==> src/rtl/mul_mdc_out_tiler.sv <==
// Output tiler for the mul_mdc kernel: buffers result beats in a 2-entry FIFO and emits a tile-done pulse
// once len beats have left. Optional macro MUL_MDC_OUT_TILER_LAST_EN adds a per-beat last_o flag.
module mul_mdc_out_tiler #(
    parameter int unsigned DATA_WIDTH = 32,
    parameter int unsigned CNT_WIDTH  = 16
) (
    input  logic                  clk_i,
    input  logic                  rst_ni,
    input  logic                  clear_i,
    input  logic                  start_i,
    input  logic [CNT_WIDTH-1:0]  len_i,
    input  logic [DATA_WIDTH-1:0] d_i_data,
    input  logic                  d_i_valid,
    output logic                  d_i_ready,
    output logic [DATA_WIDTH-1:0] d_o_data,
    output logic                  d_o_valid,
    input  logic                  d_o_ready,
    output logic                  tile_done_o,
    output logic                  busy_o,
    output logic [CNT_WIDTH-1:0]  beat_cnt_o,
`ifdef MUL_MDC_OUT_TILER_LAST_EN
    output logic                  last_o,
`endif
    output logic                  err_o
);

    typedef enum logic [1:0] {
        IDLE  = 2'd0,
        RUN   = 2'd1,
        DRAIN = 2'd2,
        DONE  = 2'd3
    } state_e;

    localparam logic [CNT_WIDTH-1:0] CNT_ZERO = {CNT_WIDTH{1'b0}};
    localparam logic [CNT_WIDTH-1:0] CNT_ONE  = {{(CNT_WIDTH-1){1'b0}}, 1'b1};

    state_e                 state_q, state_d;
    logic [CNT_WIDTH-1:0]   len_q, len_d;
    logic [CNT_WIDTH-1:0]   in_cnt_q, in_cnt_d;
    logic [CNT_WIDTH-1:0]   beat_cnt_q, beat_cnt_d;
    logic                   err_q, err_d;
    logic [DATA_WIDTH-1:0]  mem_q [2];
    logic [DATA_WIDTH-1:0]  mem_d [2];
    logic                   wr_ptr_q, wr_ptr_d;
    logic                   rd_ptr_q, rd_ptr_d;
    logic [1:0]             fifo_cnt_q, fifo_cnt_d;
`ifdef MUL_MDC_OUT_TILER_LAST_EN
    logic                   last_q [2];
    logic                   last_d [2];
`endif

    logic                   in_ready_s;
    logic                   out_valid_s;
    logic                   push_s;
    logic                   pop_s;
    logic                   final_in_s;

    // Handshake qualifiers; ready and valid come only from registered state
    always_comb begin
        push_s     = d_i_valid & in_ready_s;
        pop_s      = out_valid_s & d_o_ready;
        final_in_s = ((in_cnt_q + CNT_ONE) == len_q);
    end

    // State register and all datapath flops
    always_ff @(posedge clk_i or negedge rst_ni) begin
        if (!rst_ni) begin
            state_q    <= IDLE;
            len_q      <= CNT_ZERO;
            in_cnt_q   <= CNT_ZERO;
            beat_cnt_q <= CNT_ZERO;
            err_q      <= 1'b0;
            mem_q[0]   <= {DATA_WIDTH{1'b0}};
            mem_q[1]   <= {DATA_WIDTH{1'b0}};
            wr_ptr_q   <= 1'b0;
            rd_ptr_q   <= 1'b0;
            fifo_cnt_q <= 2'd0;
`ifdef MUL_MDC_OUT_TILER_LAST_EN
            last_q[0]  <= 1'b0;
            last_q[1]  <= 1'b0;
`endif
        end else begin
            state_q    <= state_d;
            len_q      <= len_d;
            in_cnt_q   <= in_cnt_d;
            beat_cnt_q <= beat_cnt_d;
            err_q      <= err_d;
            mem_q[0]   <= mem_d[0];
            mem_q[1]   <= mem_d[1];
            wr_ptr_q   <= wr_ptr_d;
            rd_ptr_q   <= rd_ptr_d;
            fifo_cnt_q <= fifo_cnt_d;
`ifdef MUL_MDC_OUT_TILER_LAST_EN
            last_q[0]  <= last_d[0];
            last_q[1]  <= last_d[1];
`endif
        end
    end

    // Next-state logic; DRAIN exit looks at post-pop counts so done follows the last beat immediately
    always_comb begin
        state_d = state_q;
        if (clear_i) begin
            state_d = IDLE;
        end else begin
            case (state_q)
                IDLE: begin
                    if (start_i) begin
                        state_d = (len_i != CNT_ZERO) ? RUN : DONE;
                    end else begin
                        state_d = IDLE;
                    end
                end
                RUN: begin
                    if (push_s && final_in_s) begin
                        state_d = DRAIN;
                    end else begin
                        state_d = RUN;
                    end
                end
                DRAIN: begin
                    if ((beat_cnt_d == len_q) && (fifo_cnt_d == 2'd0)) begin
                        state_d = DONE;
                    end else begin
                        state_d = DRAIN;
                    end
                end
                DONE:    state_d = IDLE;
                default: state_d = IDLE;
            endcase
        end
    end

    // Tile counters, length latch and sticky protocol error
    always_comb begin
        len_d      = len_q;
        in_cnt_d   = in_cnt_q;
        beat_cnt_d = beat_cnt_q;
        err_d      = err_q;
        if (clear_i) begin
            in_cnt_d   = CNT_ZERO;
            beat_cnt_d = CNT_ZERO;
            err_d      = 1'b0;
        end else if (start_i && (state_q == IDLE)) begin
            len_d      = len_i;
            in_cnt_d   = CNT_ZERO;
            beat_cnt_d = CNT_ZERO;
        end else begin
            if (start_i) begin
                err_d = 1'b1;
            end else begin
                err_d = err_q;
            end
            if (push_s) begin
                in_cnt_d = in_cnt_q + CNT_ONE;
            end else begin
                in_cnt_d = in_cnt_q;
            end
            if (pop_s) begin
                beat_cnt_d = beat_cnt_q + CNT_ONE;
            end else begin
                beat_cnt_d = beat_cnt_q;
            end
        end
    end

    // Two-entry FIFO: pointer update, occupancy and entry write
    always_comb begin
        wr_ptr_d   = wr_ptr_q;
        rd_ptr_d   = rd_ptr_q;
        fifo_cnt_d = fifo_cnt_q;
        mem_d[0]   = mem_q[0];
        mem_d[1]   = mem_q[1];
`ifdef MUL_MDC_OUT_TILER_LAST_EN
        last_d[0]  = last_q[0];
        last_d[1]  = last_q[1];
`endif
        if (clear_i) begin
            wr_ptr_d   = 1'b0;
            rd_ptr_d   = 1'b0;
            fifo_cnt_d = 2'd0;
        end else begin
            if (push_s) begin
                mem_d[wr_ptr_q] = d_i_data;
`ifdef MUL_MDC_OUT_TILER_LAST_EN
                last_d[wr_ptr_q] = final_in_s;
`endif
                wr_ptr_d = ~wr_ptr_q;
            end else begin
                wr_ptr_d = wr_ptr_q;
            end
            if (pop_s) begin
                rd_ptr_d = ~rd_ptr_q;
            end else begin
                rd_ptr_d = rd_ptr_q;
            end
            case ({push_s, pop_s})
                2'b10:   fifo_cnt_d = fifo_cnt_q + 2'd1;
                2'b01:   fifo_cnt_d = fifo_cnt_q - 2'd1;
                default: fifo_cnt_d = fifo_cnt_q;
            endcase
        end
    end

    // Output decode from registered state only
    always_comb begin
        in_ready_s  = 1'b0;
        tile_done_o = 1'b0;
        busy_o      = 1'b1;
        case (state_q)
            IDLE:    busy_o = 1'b0;
            RUN:     in_ready_s = (fifo_cnt_q < 2'd2) && (in_cnt_q < len_q);
            DRAIN:   in_ready_s = 1'b0;
            DONE:    tile_done_o = 1'b1;
            default: busy_o = 1'b0;
        endcase
        out_valid_s = (fifo_cnt_q != 2'd0);
        d_i_ready   = in_ready_s;
        d_o_valid   = out_valid_s;
        d_o_data    = mem_q[rd_ptr_q];
        beat_cnt_o  = beat_cnt_q;
        err_o       = err_q;
`ifdef MUL_MDC_OUT_TILER_LAST_EN
        last_o      = out_valid_s & last_q[rd_ptr_q];
`endif
    end

endmodule

==> config.mk <==
export PLATFORM = sky130hd
export DESIGN_NAME = mul_mdc_out_tiler
export DESIGN_NICKNAME = d
export VERILOG_FILES = /design/src/rtl/mul_mdc_out_tiler.sv
export SDC_FILE = /design/constraint.sdc
export NUM_CORES = 1
export LEC_CHECK = 0
export ABC_AREA = 1
export CAP_MARGIN = 20
export CORE_ASPECT_RATIO = 1.2
export CORE_MARGIN = 3
export CORE_UTILIZATION = 59
export DETAILED_ROUTE_END_ITERATION = 10
export PLACE_DENSITY = 0.88
export SYNTH_ARGS = -nofsm -noshare
export SYNTH_HDL_FRONTEND = slang
export SYNTH_SLANG_ARGS = --single-unit
==> constraint.sdc <==
create_clock -name clk_i -period 5.1 [get_ports clk_i]
set_input_delay 1.02 -clock clk_i [delete_from_list [all_inputs] [get_ports clk_i]]
set_output_delay 1.02 -clock clk_i [all_outputs]
set_load 0.01 [all_outputs]
==> flow_metrics.tcl <==
set metrics [dict create \
    crit_required_ns 4.08 \
    synth_top_cell_area_share_pct 43.6 \
    hold_violations 0 \
    grt_pass1_wl_um 30000 \
    synthCells 946 \
    critPathBufInv 3 \
    cts.sinks 119 \
    ys_types 34 \
    layout-drive-gt1-share_pct 6.99 \
    rsz0062_at_grt "false" \
    io_buffers 106 \
    setup-violations-final 0 \
    reg2reg_depth 25 \
    drt-vias-per-instance 5.45 \
    arrival_ns 2.76 \
    drt-total-wl_um 18000 \
    drt_iter0_drc 441 \
    cts_setup_buffers 0 \
    hold_path_end "mem_q[9]" \
    core_area_um2 11200 \
    overflow 0 \
    first_pass_iters 9 \
    slowest_delay_ns 0.84 \
    ioPinCount 107 \
    start_util_pct 61.0 \
    crit_slowest_cell "clkinv_1" \
    cts_tree "yes" \
    yosysMostFrequentCell "nand2_1" \
    postSynthAreaPerCell_um2 7.22 \
    synth_fp_nets 1019 \
    synth_seq_area_share_pct 43.6 \
    fmax_ghz 0.265 \
    wl_met1_um 7430 \
    critical_path.max_fanout 34 \
    dr.max_layer_used "met4" \
    n_antenna_cell 0 \
    clk_latency_ns 0.42 \
    rows 42 \
    dr_wl_met2_um 8920 \
    maxCapViolations 0 \
    dpl_worst_slack_ns 1.63 \
    hp-class "reg2reg" \
    wl_met3_um 1140 \
    r2r_setup_slack_ns 1.80 \
    start_kind "flip-flop" \
    skew_ns 0.00749 \
    cp_top_family "buffers and inverters" \
    fin_crit_sh_pct 74.1 \
    hpwl_um 12600 \
    synth_commonest_cells "nand2_1 (355), inv_1 (134), dfrtp_1 (119), nand3_1 (62), nor2_1 (60)" \
    finalWorstSetupSlack_ns 1.32 \
    synthTopCellsByArea "dfrtp_1 (44%), nand2_1 (20%), inv_1 (7.4%)" \
    ys_seq_elements 119 \
    final_nets 1118 \
    async_flop_share_pct 100 \
    ys.flop_type "dfrtp_1" \
    crit_type "reg2out" \
    place.gp.congestion 0.958 \
    dieHeight_um 124 \
    worst_pin_slew_ns 1.11 \
    crit_chain "buf_4, clkinv_1, nand2_1, nand2_1, clkdlybuf4s50_1" \
    clockBufferDepth 2 \
    r2r_start "len_q[5]" \
    yosysTopAreaCell "dfrtp_1" \
    end_kind "output port" \
    wl_per_cell_um 14.9 \
    postCtsHoldBufs 0 \
    hold_start "mem_q[9]" \
    grt_util_all_layers_pct 29.0 \
    maxSlewHeadroom_pct 25.7 \
    p_per_area_nw_per_um2 498 \
    netlist_area_um2 6830 \
    numCtsBuffers 17 \
    cts-htree-levels 4 \
    antenna_left 0 \
    drc_errors 0 \
    synth-edff-count 0 \
    ys_warn_count 0 \
    r2r_end "state_q[0]" \
    slew_viol_final 0 \
    die_area_um2 12900 \
    crit_top_cell "nand2_1" \
    cts.reportedPaths.clkPinSlew_ns 0.06 \
    p_total_uw 4280 \
    grt_pass1_vias 6443 \
    num_vias 6604 \
    area_delta_synth_final_pct 25.9 \
    cellLeakagePower_uw 0.00442 \
    clockRootBuffer "clkbuf_16" \
    min_path_cells 2 \
    post_cts_resized 0 \
    tns_ns 0 \
    status "finished, final reports clean" \
    period_minus_slack_ns 3.78 \
    grt_start_max_net_pins 71 \
    antenna_found_initial 0 \
    irDropWorstVdd_mv 0.445 \
    die_w_um 104 \
]
[worst reg2reg max path: stages, from the launching register on]
cell and delay [ns]:
dfrtp_1 0.45, inv_1 0.16, ha_1 0.34, a21oi_1 0.13, o21a_1 0.13, nand2_1 0.05
nand2_1 0.06, nand4_2 0.14, nor2_4 0.21, inv_1 0.12, ha_1 0.32, inv_1 0.10
nand2_1 0.07, nand3_1 0.10, nand3_1 0.08, inv_1 0.06, nand2_1 0.04, nor2_1 0.10
nand3_1 0.09, nor2_1 0.10, nand2_1 0.06, nor2_1 0.08, nand2_1 0.06, nand2_1 0.05
nand2_1 0.05, nand2_1 0.05
[per-layer routing]
layer | vias to the layer above | track usage [%]
met1 | 3085 | 35.0
met4 | 0 | 13.4
met2 | 265 | 50.6
li1 | 3193 | -
met3 | 61 | 6.01
met5 | - | 0
[layout make-up]
cell class | instances | area [um2]
multi-input combinational | 661 | 3170
clock buffer | 18 | 439
fill | 828 | 2590
inverter | 136 | 510
sequential | 119 | 2980
timing repair buffer | 110 | 1090
tap | 154 | 193
clock inverter | 14 | 220
[registers in the layout (all words and copies together) (netlist names)]
name        flops
mem_q          64
beat_cnt_o     16
in_cnt_q       16
len_q          16
fifo_cnt_q      2
state_q         2
err_o           1
rd_ptr_q        1
wr_ptr_q        1
[worst max-delay path by stage]
stage / slack [ns] / to / depth (start not counted) / from
5_1_grt: 1.11 / d_o_data[20] / 5 / rd_ptr_q
3_3_place_gp: 1.66 / state_q[0] / 16 / start_i
3_5_place_dp: 1.63 / state_q[0] / 16 / start_i
4_1_cts: 1.30 / d_o_data[20] / 5 / rd_ptr_q
2_1_floorplan: 2.45 / state_q[0] / 26 / len_q[3]
6_report: 1.32 / d_o_data[4] / 5 / rd_ptr_q
[power breakdown]
part | total, uW | internal (uW) | switching, uW
registers | 1520 | 1260 | 254
clock network | 1340 | 883 | 452
logic | 1430 | 646 | 785
total | 4280 | 2790 | 1490
[metrics by stage]
step	area, um2	util [%]	cells	hold slack (ns)
detailed placement	7940	70.9	1180	0.472
floorplan	6830	-	946	0.451
global placement	7940	70.9	1180	0.465
CTS	8600	76.8	1212	0.487
global route	8600	76.8	1212	0.507
finish	8600	76.8	1212	0.485
[logic make-up after synthesis]
group	after synthesis	share of synthesized area (%)
adders and majority gates	19	3.48
AOI/OAI and AO/OA	118	10.5
DFF	119	43.6
buffers and inverters	166	10.0
xor gates and xnor gates	5	0.842
and+or+nand+nor	519	31.5
[placed cells by master, fill, tap and decap left out, types with 4 or more instances in the layout]
| cell type | instances |
|---|---|
| a21oi_1 | 19 |
| buf_4 | 5 |
| bufinv_16 | 5 |
| clkbuf_16 | 17 |
| clkdlybuf4s50_1 | 105 |
| clkinvlp_4 | 4 |
| dfrtp_1 | 119 |
| ha_1 | 19 |
| inv_1 | 134 |
| nand2_1 | 355 |
| nand3_1 | 62 |
| nand4_1 | 25 |
| nor2_1 | 60 |
| o21ai_0 | 45 |
| o21ai_1 | 10 |
| o21ai_2 | 24 |
| o22ai_1 | 14 |
| xor2_1 | 4 |
Note: power is estimated with default switching activity, not from simulation.
